File: config.mk
export PLATFORM = sky130hd
export DESIGN_NAME = imem_line_responder
export DESIGN_NICKNAME = d
export VERILOG_FILES = /design/src/rtl/imem_line_responder.sv
export SDC_FILE = /design/constraint.sdc
export NUM_CORES = 1
export LEC_CHECK = 0
export CAP_MARGIN = 20
export CORE_MARGIN = 4
export CORE_UTILIZATION = 29
export CTS_BUF_LIST = sky130_fd_sc_hd__clkbuf_16
export CTS_CLUSTER_SIZE = 40
export DETAILED_ROUTE_END_ITERATION = 8
export RECOVER_POWER = 100
export SKIP_LAST_GASP = 1
export SYNTH_ARGS = -nofsm -noshare
export SYNTH_HDL_FRONTEND = slang
export SYNTH_SLANG_ARGS = --single-unit
File: constraint.sdc
create_clock -name clk -period 4.25 [get_ports clk]
set_input_delay 0.85 -clock clk [delete_from_list [all_inputs] [get_ports clk]]
set_output_delay 0.85 -clock clk [all_outputs]
set_load 0.05 [all_outputs]
File: src/rtl/imem_line_responder.sv
// Single-line instruction buffer for the fetch stage: hits return the buffered word,
// misses stall fetch and refill the whole line one word at a time over req/gnt/rvalid.
module imem_line_responder #(
   parameter int                size       = 32,
   parameter int                LINE_WORDS = 4,
   parameter logic [size-1:0]   NOP_INSTR  = 32'h00000013
) (
   input  logic            clk,
   input  logic            reset,
   input  logic [size-1:0] pc_i,
   input  logic            invalidate_i,
   output logic [size-1:0] instruction_o,
   output logic            stall_o,
   output logic            mem_req_o,
   output logic [size-1:0] mem_addr_o,
   input  logic            mem_gnt_i,
   input  logic            mem_rvalid_i,
   input  logic [size-1:0] mem_rdata_i
);

   localparam int OFF   = $clog2(LINE_WORDS);
   localparam int TAG_W = size - 2 - OFF;
   localparam logic [OFF-1:0] LAST = OFF'(LINE_WORDS - 1);

   typedef enum logic [1:0] {IDLE, REQ, WAIT} state_t;

   state_t           state_q, state_d;
   logic             line_valid;
   logic             discard;
   logic [OFF-1:0]   k;
   logic [TAG_W-1:0] line_tag;
   logic [TAG_W-1:0] fill_tag;
   logic [size-1:0]  line_data [LINE_WORDS];

   logic [TAG_W-1:0] pc_tag;
   logic [OFF-1:0]   pc_word;
   logic             hit;
   logic             last_beat;

   assign pc_tag    = pc_i[size-1:2+OFF];
   assign pc_word   = pc_i[OFF+1:2];
   // line_valid is held low for the whole fill, so a hit can only come from a completed line
   assign hit       = line_valid && (pc_tag == line_tag);
   assign last_beat = (state_q == WAIT) && mem_rvalid_i && (k == LAST);

   assign instruction_o = hit ? line_data[pc_word] : NOP_INSTR;
   assign stall_o       = !hit;

   always_ff @(posedge clk) begin
      if (reset) state_q <= IDLE;
      else       state_q <= state_d;
   end

   always_comb begin
      state_d    = state_q;
      mem_req_o  = 1'b0;
      mem_addr_o = '0;
      case (state_q)
         IDLE: if (!hit) state_d = REQ;
         REQ: begin
            mem_req_o  = 1'b1;
            mem_addr_o = {fill_tag, k, 2'b00};
            if (mem_gnt_i) state_d = WAIT;
         end
         WAIT: begin
            if (mem_rvalid_i) state_d = (k == LAST) ? IDLE : REQ;
         end
         default: state_d = IDLE;
      endcase
   end

   always_ff @(posedge clk) begin
      if (reset) begin
         line_valid <= 1'b0;
         discard    <= 1'b0;
         k          <= '0;
      end else begin
         case (state_q)
            IDLE: begin
               if (invalidate_i) line_valid <= 1'b0;
               if (!hit) begin
                  line_valid <= 1'b0;
                  discard    <= 1'b0;
                  k          <= '0;
               end
            end
            REQ: begin
               if (invalidate_i) discard <= 1'b1;
            end
            WAIT: begin
               if (invalidate_i) discard <= 1'b1;
               if (mem_rvalid_i) begin
                  // an invalidate landing on the final beat must still kill the line
                  if (k == LAST) line_valid <= !(discard || invalidate_i);
                  else           k          <= k + 1'b1;
               end
            end
            default: ;
         endcase
      end
   end

   // Line contents and tags carry no reset; line_valid guards every use.
   always_ff @(posedge clk) begin
      if (state_q == IDLE && !hit) fill_tag <= pc_tag;
      if (state_q == WAIT && mem_rvalid_i) line_data[k] <= mem_rdata_i;
      if (last_beat) line_tag <= fill_tag;
   end

endmodule

==> metrics.csv <==
metric,value,unit
status,finished with violations,
violations,"capacitance limit, slew limit",
fin_hold_ws,0.445,ns
path_clk_slew,0.08,ns
setup_violations,0,
muxShareOfSynthArea,0.0960,
hold_path.class,reg -> reg,
dr_total_vias,4020,
wl,15600,µm
root_buffer,clkbuf_16,
synthDistinctLibCells,37,
initial_core_util,0.296,
io_buffers,130,
yosysSeqAreaShare,0.752,
cts_buffers,17,
io_pins,135,
pwr-share-clk,0.385,
drcViolationCount,0,
detail_route.wl_per_cell,17.7,µm
skew,0.0111,ns
fin_cells,884,
hold_buffers,0,
netlist_area,7510,µm²
critPathLaunchType,input port,
grt_pass1_vias,4392,
place.gp.congestion,0.766,
leakagePower,0.00340,µW
ir_worst_vdd,251,µV
cts_tree,done,
via_per_inst,4.55,
hpwlAfterDp,10100,µm
tightestPinTransition,2.00,ns
worstPathMaxFanout,35,
grt_first_pass_wirelength,24100,µm
area_growth,31.3,%
final_nets,618,
ys_ff_latch,190,
synthSimpleGateAreaFrac,0.0735,
fin_crit,4.18,ns
combPwrFrac,0.115,
cts_max_level,4,
synthTopCellsByArea,"edfxtp_1 (74%), mux4_2 (9.6%), and2_1 (2.4%)",
yosysWarningCount,0,
arrival,3.33,ns
grt-ovfl-total,0,
finalMaxSlewViolations,163,
dp.cells,852,
clk_latency,0.42,ns
power.share.switching,0.265,
cts_setup_buffers,0,
fmax,239,MHz
die-height,169,µm
num_rows,58,
synth_top_area_frac,0.736,
yosysTopAreaCell,edfxtp_1,
max-slew-margin-rel,-0.331,
grt_max_degree,36,
fin_tns_setup,0,ns
synth_fa_ha_area_frac,0.0133,
p_int,3180,µW
drtIter0Drc,252,
ff_latch_area,5650,µm²
syn_area_per_cell,18.8,µm²
multi_input_area,1740,µm²
worst-endpoint-required,3.40,ns
drive_gt1_frac,0.197,
final_area,9860,µm²
synth_edf_count,184,
synth_cells,400,
powerDensity,439,nW/µm²
fin_crit_sh,0.983,
pwr-share-seq,0.500,
hold_viol_final,0,
clkSinkCount,190,
core,25300,µm²
maxCapViolations,5,
die_w,169,µm
firstDrtPassIters,4,
clockBufferDepth,2,
rsz0062_at_grt,no,
cts_resized,0,
n_fill_cell,2309,
die_area,28500,µm²
grtUsageTotal,0.110,
synth_top_family_by_area,multiplexers,
drt.antenna.violating_nets,0,
crit_type,in -> out,
power.switching,1150,µW
async_flop_share,0,
antenna_found_initial,1,
placed_cell_area,9510,µm²
cp-end-kind,primary output,
synth-xor-area-share,0.0257,
ys.flop_type,edfxtp_1,
antenna_cells,0,
synth-compound-area-share,0.0202,
[synth_stat cells, types with 6 or more instances]
cell	n
edfxtp_1	184
mux4_2	32
and2_1	29
nor2b_1	24
xor2_1	17
inv_1	15
clkbuf_1	9
ha_1	8
nand2_1	8
o21ai_0	7
a21oi_1	6
dfxtp_1	6
[power groups by stage]
stage               Combinational, µW  Clock (µW)  Sequential (µW)
floorplan                         313           0             2200
global route                      533        1800             2170
finish                            498        1670             2170
global placement                  525           0             2200
detailed placement                531           0             2210
CTS                               535        1720             2160
[sequential cells by signal, summed over array words and instances, names as in the netlist]
| signal | count |
|---|---|
| discard | 1 |
| fill_tag | 28 |
| k | 2 |
| line_data | 128 |
| line_tag | 28 |
| line_valid | 1 |
| state_q | 2 |
[layout make-up]
cell class,count,area share
clock inverters,15,0.0208
multi-input cells,178,0.177
flip-flops and latches,190,0.573
well taps,330,0.0419
inverters,15,0.00571
repair buffers,139,0.139
clock buffers,17,0.0432
[placed cells by master, fill, tap and decap left out, types with 3 or more instances in the layout]
cell / n
dlygate4sd3_1: 83
or2_1: 3
and3_1: 3
clkbuf_4: 3
clkbuf_16: 17
clkbuf_1: 3
inv_6: 5
ha_1: 8
edfxtp_1: 184
buf_2: 4
nand2_1: 8
xor2_1: 17
clkinv_8: 4
or4_1: 4
and2_1: 29
inv_8: 3
xnor2_1: 5
inv_1: 15
o21ai_0: 7
clkdlybuf4s50_1: 12
nor2b_1: 22
clkbuf_2: 16
dfxtp_1: 6
buf_12: 12
a21oi_1: 6
and2b_1: 5
mux4_2: 32
buf_4: 6
nor4_1: 4
[cell families (layout without fill, tap and decap cells)]
family,count (synthesis),count (layout)
muxes,32,32
and+or+nand+nor,91,91
adders and majority gates,8,8
other,1,2
buffers and inverters,33,186
AOI/OAI and AO/OA,23,23
DFF,190,190
xor gates and xnor gates,22,22
[worst paths after layout]
path | depth (start not counted) | slack, ns | startpoint | endpoint
worst max-delay path | 7 | 0.07 | pc_i[9] | instruction_o[15]
worst min register to register | 0 | 0.44 | fill_tag[10] | line_tag[10]
worst max register to register | 8 | 1.24 | state_q[0] | line_valid
worst min-delay path | 0 | 0.44 | fill_tag[10] | line_tag[10]
[critical path: stages]
cell	delay, ns
dlygate4sd3_1	0.58
o2bb2ai_1	0.13
or4_1	0.54
or4_1	0.54
buf_12	0.21
nor2b_1	0.28
buf_12	0.18
[metal layers]
| metal | wire, µm | vias to the layer above | track usage |
|---|---|---|---|
| met2 | 7380 | 156 | 0.177 |
| met3 | 1310 | 7 | 0.0418 |
| met5 | 9 | - | 0 |
| li1 | - | 1819 | - |
| met1 | 6830 | 2036 | 0.140 |
| met4 | 83 | 2 | 0.0293 |
[through the flow]
step           worst slack [ns]  total power (µW)   util
4_1_cts                  0.0385              4420  0.401
3_3_place_gp             0.0754              2730  0.376
5_1_grt                 0.00348              4510  0.389
2_1_floorplan             0.281              2510      -
3_5_place_dp             0.0382              2740  0.376
6_report                 0.0730              4330  0.389
Note: power is estimated with default switching activity, not from simulation.
==> edit, RTL diff (same settings) <==
The parameter `LINE_WORDS` goes from 4 to 8.
--- a/src/rtl/imem_line_responder.sv
+++ b/src/rtl/imem_line_responder.sv
@@ -4,3 +4,3 @@
    parameter int                size       = 32,
-   parameter int                LINE_WORDS = 4,
+   parameter int                LINE_WORDS = 8,
    parameter logic [size-1:0]   NOP_INSTR  = 32'h00000013
Behaviour: not the same (a bounded check fails within 4 cycles, from zero or initial values and one cycle with reset high).
==> edit against the unedited design <==
The flow still finishes with violations (capacitance limit, slew limit); cell area rose by 57%; sequential cell count rose by 127; hold slack got worse by 0.0024 ns; non-clock buffer count rose by 14; synthesized area rose by 65%; via count rose by 52%; worst setup slack improved by 0.18 ns; global-route usage rose by 0.73 points; routed wire length rose by 73%; total power rose by 68%.
==> edit: results (changes against the unedited design) <==
* Slew Limit Fails at 111 (was 163)
* Via count at 6112 (was 4020)
* P_leak at 5.18 nW (was 3.40 nW)
* Slew HR at -66.5% (was -33.1%)
* Met2 Use GR at 19.5% (was 17.7%)
* Vias in the first global route at 6622 (was 4392)
* Post-Route M1 WL at 11.9 mm (was 6.83 mm)
* Synth cell count leaders: edfxtp_1 (310), mux4_2 (64), nor2_1 (40), and2_1 (30), mux2i_1 (30) (was edfxtp_1 (184), mux4_2 (32), and2_1 (29), nor2b_1 (24), xor2_1 (17))
* TritonCTS Buffers at 36 (was 17)
* Fill cells at 3931 (was 2309)
* Final net count at 844 (was 618)
* Failing checks: capacitance limit, slew limit (unchanged)
* Power in combinational cells at 0.000752 W (was 0.000498 W)
* Synth area leaders: edfxtp_1 (75%), mux4_2 (12%), mux2i_1 (2.4%), xnor2_1 (1.6%), and2_1 (1.5%) (was edfxtp_1 (74%), mux4_2 (9.6%), and2_1 (2.4%), nor2b_1 (2.0%), xor2_1 (2.0%))
* Syn Area/Cell at 20.5 sq um (was 18.8 sq um)
* Wirelength per Cell at 20.2 microns (was 17.7 microns)
* Detailed Place HPWL at 15.7 mm (was 10.1 mm)
* Data arrival time of the critical path at 3.15 ns (was 3.33 ns)
* First-pass GRT wire length at 41.0 mm (was 24.1 mm)
* Initial antenna violation count at 4 (was 1)
* GR Util met3 at 2.99% (was 4.18%)
* Clock Path Buffers at 3 (was 2)
* Dpl cells at 1270 (was 852)
* Clock Latency Late Sink at 0.53 ns (was 0.42 ns)
* Gr usage total at 11.7% (was 11.0%)
* Sequential share of the synthesized area at 76.3% (was 75.2%)
* Register share of total power at 49.4% (was 50.0%)
* Met3 WL at 1.08 mm (was 1.31 mm)
* Cell family with most CP delay: buffers and inverters (was simple AND/OR/NAND/NOR gates)
* Iteration-0 DRC Markers at 388 (was 252)
* Sw Ratio at 24.3% (was 26.5%)
* Synth unique cells at 43 (was 37)
* Status: finished with violations (unchanged)
* Hold buffer count at cts at 0 (unchanged)
* Hold path startpoint: fill_tag[11] (was fill_tag[10])
* Number of synthesized flops with an enable pin at 310 (was 184)
* Leading registers by flop count: line_data: 256 flops, fill_tag: 27 flops, line_tag: 27 flops (was line_data: 128 flops, fill_tag: 28 flops, line_tag: 28 flops)
* GP Congestion at 0.727 (was 0.766)
* Placement Setup Slack at 0.312 ns (was 0.0382 ns)
* Max Cap Viol at 4 (was 5)
* DR WL met2 at 13.5 mm (was 7.38 mm)
* H-tree depth at 2 (was 4)
* Layout Skew at 0.0116 ns (was 0.0111 ns)
* Worst Setup SP: pc_i[22] (was pc_i[9])
* Avg Vias per Cell at 4.56 (was 4.55)
* IR drop worst, VDD at 0.000246 V (was 0.000251 V)
* Final Cell Area at 15400 sq um (was 9860 sq um)
* Met1 Usage GRT at 15.2% (was 14.0%)
* Layout cell share with drive strength beyond 1 at 22.7% (was 19.7%)
-- edit: logic make-up after synthesis --
family / Yosys count / share of synthesized area [%]
AOI/OAI and AO/OA: 15 / 1.01
adders and majority gates: 6 / 0.606
buffers and inverters: 35 / 1.25
DFF: 317 / 76.3
muxes: 94 / 14.1
other: 1 / 0.0303
and+or+nand+nor: 110 / 4.85
xor gates and xnor gates: 27 / 1.91
-- edit: area by class of cell --
class | count | area share [%]
repair buffers | 153 | 8.74
clock inverters | 30 | 1.41
multi-input cells | 254 | 18.2
flip-flops and latches | 317 | 61.2
inverters | 7 | 0.170
diodes | 3 | 0.0487
clock buffers | 36 | 5.84
well taps | 539 | 4.37
-- edit: path summary, 6_finish.rpt --
check	to	slack, ns	cells past startpoint
setup / recovery	instruction_o[4]	0.25	8
hold / removal	line_tag[11]	0.44	0
setup reg to reg	line_data[2][17]	0.75	5
hold reg to reg	line_tag[11]	0.44	0
